<file path="config.mk">
export PLATFORM = sky130hd
export DESIGN_NAME = face_template_writer
export DESIGN_NICKNAME = d
export VERILOG_FILES = /design/src/rtl/face_pkg.sv /design/src/rtl/face_tmpl_mem.sv /design/src/rtl/face_template_writer.sv
export SDC_FILE = /design/constraint.sdc
export NUM_CORES = 1
export LEC_CHECK = 0
export BUFFER_PORTS_ARGS = -buffer_cell sky130_fd_sc_hd__buf_2
export CORE_MARGIN = 3
export CORE_UTILIZATION = 54
export CTS_CLUSTER_DIAMETER = 50
export DETAILED_ROUTE_END_ITERATION = 7
export GPL_TIMING_DRIVEN = 1
export MAX_ROUTING_LAYER = met4
export PLACE_DENSITY = 0.82
export RECOVER_POWER = 100
export SLEW_MARGIN = 25
export SYNTH_ARGS = -nofsm -noshare
export SYNTH_HDL_FRONTEND = slang
export SYNTH_SLANG_ARGS = --single-unit
export TNS_END_PERCENT = 5
</file>
<file path="constraint.sdc">
create_clock -name clk -period 1.9 [get_ports clk]
set_clock_uncertainty 0.2 [all_clocks]
set_input_delay 0.285 -clock clk [delete_from_list [all_inputs] [get_ports clk]]
set_output_delay 0.285 -clock clk [all_outputs]
set_load 0.005 [all_outputs]
</file>
<file path="src/rtl/face_pkg.sv">
// Shared types and defaults for the face-template writer and its memory.
package face_pkg;

    typedef enum logic [1:0] {
        IDLE = 2'd0,
        LOAD = 2'd1,
        DONE = 2'd2
    } state_t;

    localparam int FACE_DEPTH  = 16;
    localparam int FACE_DATA_W = 8;

    localparam logic [FACE_DATA_W-1:0] FACE_FILL = 8'h00;

endpackage

</file>
<file path="src/rtl/face_tmpl_mem.sv">
// Template storage: synchronous write and clear, combinational read.
// Reads beyond DEPTH return zero so the comparator sees a blank byte.
module face_tmpl_mem
    import face_pkg::*;
#(
    parameter int DEPTH  = FACE_DEPTH,
    parameter int DATA_W = FACE_DATA_W,
    parameter int ADDR_W = 8
) (
    input  logic              clk,
    input  logic              clr,
    input  logic              we,
    input  logic [ADDR_W-1:0] wr_addr,
    input  logic [DATA_W-1:0] wr_data,
    input  logic [ADDR_W-1:0] rd_addr,
    output logic [DATA_W-1:0] rd_data
);

    localparam int IDX_W = (DEPTH > 1) ? $clog2(DEPTH) : 1;
    localparam logic [ADDR_W-1:0] LIMIT = ADDR_W'(DEPTH);

    logic [DEPTH-1:0][DATA_W-1:0] mem;

    always_ff @(posedge clk) begin
        if (clr) begin
            mem <= {DEPTH{DATA_W'(FACE_FILL)}};
        end else if (we && (wr_addr < LIMIT)) begin
            mem[wr_addr[IDX_W-1:0]] <= wr_data;
        end
    end

    always_comb begin
        rd_data = '0;
        if (rd_addr < LIMIT) begin
            rd_data = mem[rd_addr[IDX_W-1:0]];
        end
    end

endmodule

</file>
<file path="src/rtl/face_template_writer.sv">
// Loads DEPTH stream bytes into the template memory and serves them on a
// ROM-shaped read port. Define FACE_WR_CKSUM_EN to enable the running checksum.
module face_template_writer
    import face_pkg::*;
#(
    parameter int DEPTH  = FACE_DEPTH,
    parameter int DATA_W = FACE_DATA_W,
    parameter int ADDR_W = 8
) (
    input  logic              clk,
    input  logic              rst_n,
    input  logic              start,
    input  logic              abort,
    input  logic              in_valid,
    input  logic [DATA_W-1:0] in_data,
    output logic              in_ready,
    input  logic [ADDR_W-1:0] rd_addr,
    output logic [DATA_W-1:0] rd_data,
    output logic              busy,
    output logic              done,
    output logic [ADDR_W-1:0] wr_count,
    output logic [DATA_W-1:0] cksum
);

    localparam logic [ADDR_W-1:0] LAST = ADDR_W'(DEPTH - 1);

    state_t            state_q, state_d;
    logic [ADDR_W-1:0] count_q;
    logic              accept;
    logic              restart;

    // abort wins over a same-cycle accept: that byte is dropped
    assign accept  = in_ready && in_valid && !abort;
    assign restart = start && (state_q != LOAD);

    always_ff @(posedge clk) begin
        if (!rst_n) state_q <= IDLE;
        else        state_q <= state_d;
    end

    always_comb begin
        state_d = state_q;
        case (state_q)
            IDLE:    if (start) state_d = LOAD;
            LOAD: begin
                if (abort)                           state_d = IDLE;
                else if (accept && (count_q == LAST)) state_d = DONE;
            end
            DONE:    if (start) state_d = LOAD;
            default: state_d = IDLE;
        endcase
    end

    always_comb begin
        in_ready = (state_q == LOAD);
        busy     = (state_q == LOAD);
        done     = (state_q == DONE);
    end

    always_ff @(posedge clk) begin
        if (!rst_n)       count_q <= '0;
        else if (restart) count_q <= '0;
        else if (accept)  count_q <= count_q + 1'b1;
    end

    assign wr_count = count_q;

`ifdef FACE_WR_CKSUM_EN
    logic [DATA_W-1:0] cksum_q;

    always_ff @(posedge clk) begin
        if (!rst_n)       cksum_q <= '0;
        else if (restart) cksum_q <= '0;
        else if (accept)  cksum_q <= cksum_q + in_data;
    end

    assign cksum = cksum_q;
`else
    assign cksum = '0;
`endif

    face_tmpl_mem #(
        .DEPTH  (DEPTH),
        .DATA_W (DATA_W),
        .ADDR_W (ADDR_W)
    ) u_mem (
        .clk     (clk),
        .clr     (!rst_n),
        .we      (accept),
        .wr_addr (count_q),
        .wr_data (in_data),
        .rd_addr (rd_addr),
        .rd_data (rd_data)
    );

endmodule

</file>
==> implementation parameters <==
Parameter                              Value

Yosys
  Post-synthesis compound-gate area fraction    13.7%
  Share of the synthesized netlist area taken by xor and xnor gates    1.03%
  Number of instances in the synthesized netlist    618
  Yosys reg bits    138
  Dominant combinational cell family by area after synthesis    simple AND/OR/NAND/NOR gates
  Mean instance size in the synthesized netlist    9.66 um2
  Register area share after synthesis    46.3%
  Portion of netlist area occupied by mux cells    12.2%
  Cell area after synthesis    5970 um2
  Share of synthesized cell area in and, or, nand and nor gates    20.3%
  Distinct cell type count of the synthesized netlist    35
  Yosys warning count    0
  Area share of fa/ha/maj cells after synthesis    0.839%

Worst hold path
  Number of cells traversed by the worst hold path    3
  End of the worst hold path    u_mem.mem[92]
  Class of the most critical hold timing path    in2reg
  Worst hold path startpoint    in_data[4]

Place
  Detail Placement HPWL    9.79 mm
  Input/output buffers    39
  Worst slack after detailed placement    -0.279 ns
  RD Place Congestion    0.899
  Post-placement cell area    6380 um2
  Count of placed standard cells including taps    765

Finish
  Share of cells above drive strength 1    23.3%
  Fillers    785
  Design Area, Final    7000 um2
  # nets final    676
  Area overhead of the layout relative to synthesis    17.4%
  Most used cells in the layout excluding fill and tap cells    dfxtp_1, nand3_1, o21ai_0
  Utilization after layout    66.3%
  Count of non-filler cells in the finished layout    798
  Count of inserted antenna diode cells    0
  Most common library cell in the layout ignoring fill and taps    dfxtp_1

Global route
  Global-route wire length before repair    24.8 mm
  Global routing usage summed across all routing layers    25.9%
  Grt total ovfl    0
  Vias in the first global route    4974
  Pin count of the biggest net entering global routing    58
  Initial antenna violation count    0

Timing
  Setup ws final    -0.519 ns
  Max-slew violation count    0
  Peak Freq    0.413 GHz
  RSZ-0062 raised after global routing    true
  Total negative setup slack    -7.49 ns
  Min cycle time layout    2.42 ns
  Worst relative slew slack    56.4%
  Hold WS    0.211 ns
  Measured slew at the worst slew-check pin    0.652 ns
  Final critical-path share of the clock period    127%
  Final Hold Vio Count    0
  Final setup fails    119

Critical path
  CP required    1.41 ns
  Max stage delay on crit path    0.47 ns
  R2r startpoint    wr_count[7]
  End of the worst register-to-register path    u_mem.mem[4]
  Crit path launch type    flip-flop
  Standard cell with the maximum stage delay on the critical path    mux4_2
  Critical path peak fanout    2
  Crit. Startpoint    u_mem.mem[94]
  CP Data Arrival Time    1.93 ns
  Worst path top cell family by delay    multiplexers
  Depth of the most critical reg-to-reg path    5
  Critical path capture point type    output port
  Buf+Inv Stages, Crit Path    1
  Start-to-end type of the worst setup path    reg2out
  R2R setup slack    -0.13 ns
  Cells along the critical path    mux4_2 > mux2_4 > a22o_1 > buf_2

Power and ir drop
  Total power divided by cell area    866 nW/um2
  P_leak    2.44 nW
  Peak supply drop    612 uV
  Post-layout power    6.06 mW

Clock tree
  Maximum root-to-sink buffer count    2
  TritonCTS clock tree    built
  Number of sinks handled by clock tree synthesis    138
  Number of buffers created by CTS    17
  Worst-Skew Late Latency    0.53 ns
  Number of levels the H-tree was split into    4
  Clk slew on worst S/H paths    0.06 ns
  Number of buffers inserted to repair setup after CTS    0
  CTS Root Buffer Type    clkbuf_8

Routing
  Detailed router's first-iteration violation count    522
  Wire per inst    19.3 um
  Overall via count from detail_route    5072
  Routed Wire Length    15.4 mm
  Count of nets left with antenna violations after detail routing    0
  DR pass1 iterations    7
  DRC violation count after routing    0
  Post-DR vias/cell    6.36

Die
  Area of the core region    10600 um2
  Standard-cell rows    37
  # IOs    48
  Die span in x    111 um
  Die height    111 um
  Area of the die    12300 um2
  Starting Density    56.5%

Run status
  Status    finished with violations
  Failing checks    setup timing

Flow run
  Reported max-cap violation count    0
[Yosys cell counts]
master | instances | share of area [%]
o21ai_0 | 124 | 10
and4bb_2 | 1 | 0.21
conb_1 | 1 | 0.063
inv_1 | 3 | 0.19
buf_6 | 2 | 0.38
and2_1 | 4 | 0.42
mux2i_1 | 14 | 2.3
o21ai_1 | 4 | 0.34
nand2_1 | 18 | 1.1
nand4_4 | 10 | 3.6
clkbuf_1 | 34 | 2.1
nand2b_1 | 2 | 0.21
ha_1 | 4 | 0.84
and3_1 | 1 | 0.10
a22oi_1 | 14 | 1.8
nor2_1 | 12 | 0.75
a22o_1 | 1 | 0.15
xnor2_1 | 1 | 0.15
nor4_1 | 1 | 0.10
buf_1 | 13 | 0.82
xor2_1 | 6 | 0.88
and3b_1 | 1 | 0.15
buf_4 | 14 | 1.8
nor2b_1 | 5 | 0.52
nand4_1 | 9 | 0.94
o211ai_1 | 7 | 0.88
buf_2 | 4 | 0.34
a21boi_0 | 1 | 0.13
nand3b_1 | 1 | 0.13
mux2_2 | 2 | 0.38
dfxtp_1 | 138 | 46
nand3_1 | 139 | 12
mux4_2 | 25 | 9.4
a21oi_1 | 1 | 0.084
nor4_4 | 1 | 0.36
[worst reg2reg max path, delay by kind of cell, from the launching register on]
family	cells	cell delay [ns]
DFF	1	0.35
buffers and inverters	1	0.41
and+or+nand+nor	3	0.82
AOI/OAI and AO/OA	1	0.10
[report_power, final]
| part | leakage [nW] | switching [mW] | internal, mW |
|---|---|---|---|
| registers | 1.11 | 0.00508 | 2.90 |
| logic | 1.08 | 0.204 | 0.114 |
| clock network | 0.248 | 1.16 | 1.68 |
[metal layers]
metal  up-vias  wire [um]  GRT usage, %
met3        63       1260          6.28
met2       238       7300          40.4
li1       2321          -             -
met5         -          0             -
met1      2450       6270          31.0
met4         0        592          13.9
[worst max-delay path by stage]
stage	to	cells past startpoint
floorplan	rd_data[5]	5
global placement	rd_data[5]	8
detailed placement	rd_data[5]	8
CTS	rd_data[6]	4
global route	rd_data[6]	4
finish	rd_data[6]	4
[layout make-up]
cell class                 instances  area (um2)  share of cell area (%)
clock buffer                      22         463                    6.61
clock inverter                     8        47.5                   0.679
inverter                           3        11.3                   0.161
multi-input combinational        417        3000                    42.8
sequential                       138        2770                    39.5
tap                              136         170                    2.43
timing repair buffer              74         546                    7.79
[cells by family after synthesis]
group           Yosys count
other cells               1
compound gates          152
mux                      41
buf+inv                  70
simple gates            205
xor+xnor                  7
fa+ha+maj                 4
flops                   138
[registers in the layout (all words and copies together), names as in the netlist]
signal,flops
wr_count,8
state_q,2
u_mem.mem,128
[repair_timing]
| action | in CTS | in global routing |
|---|---|---|
| cloned | 0 | 0 |
| endpoints found under the setup margin | 8 | 39 |
| pin swaps | 3 | 7 |
| hold endpoints to repair | 7 | 0 |
| hold buffers | 3 | 0 |
| resized for setup | 14 | 14 |
(Power assumes the default switching activity.)
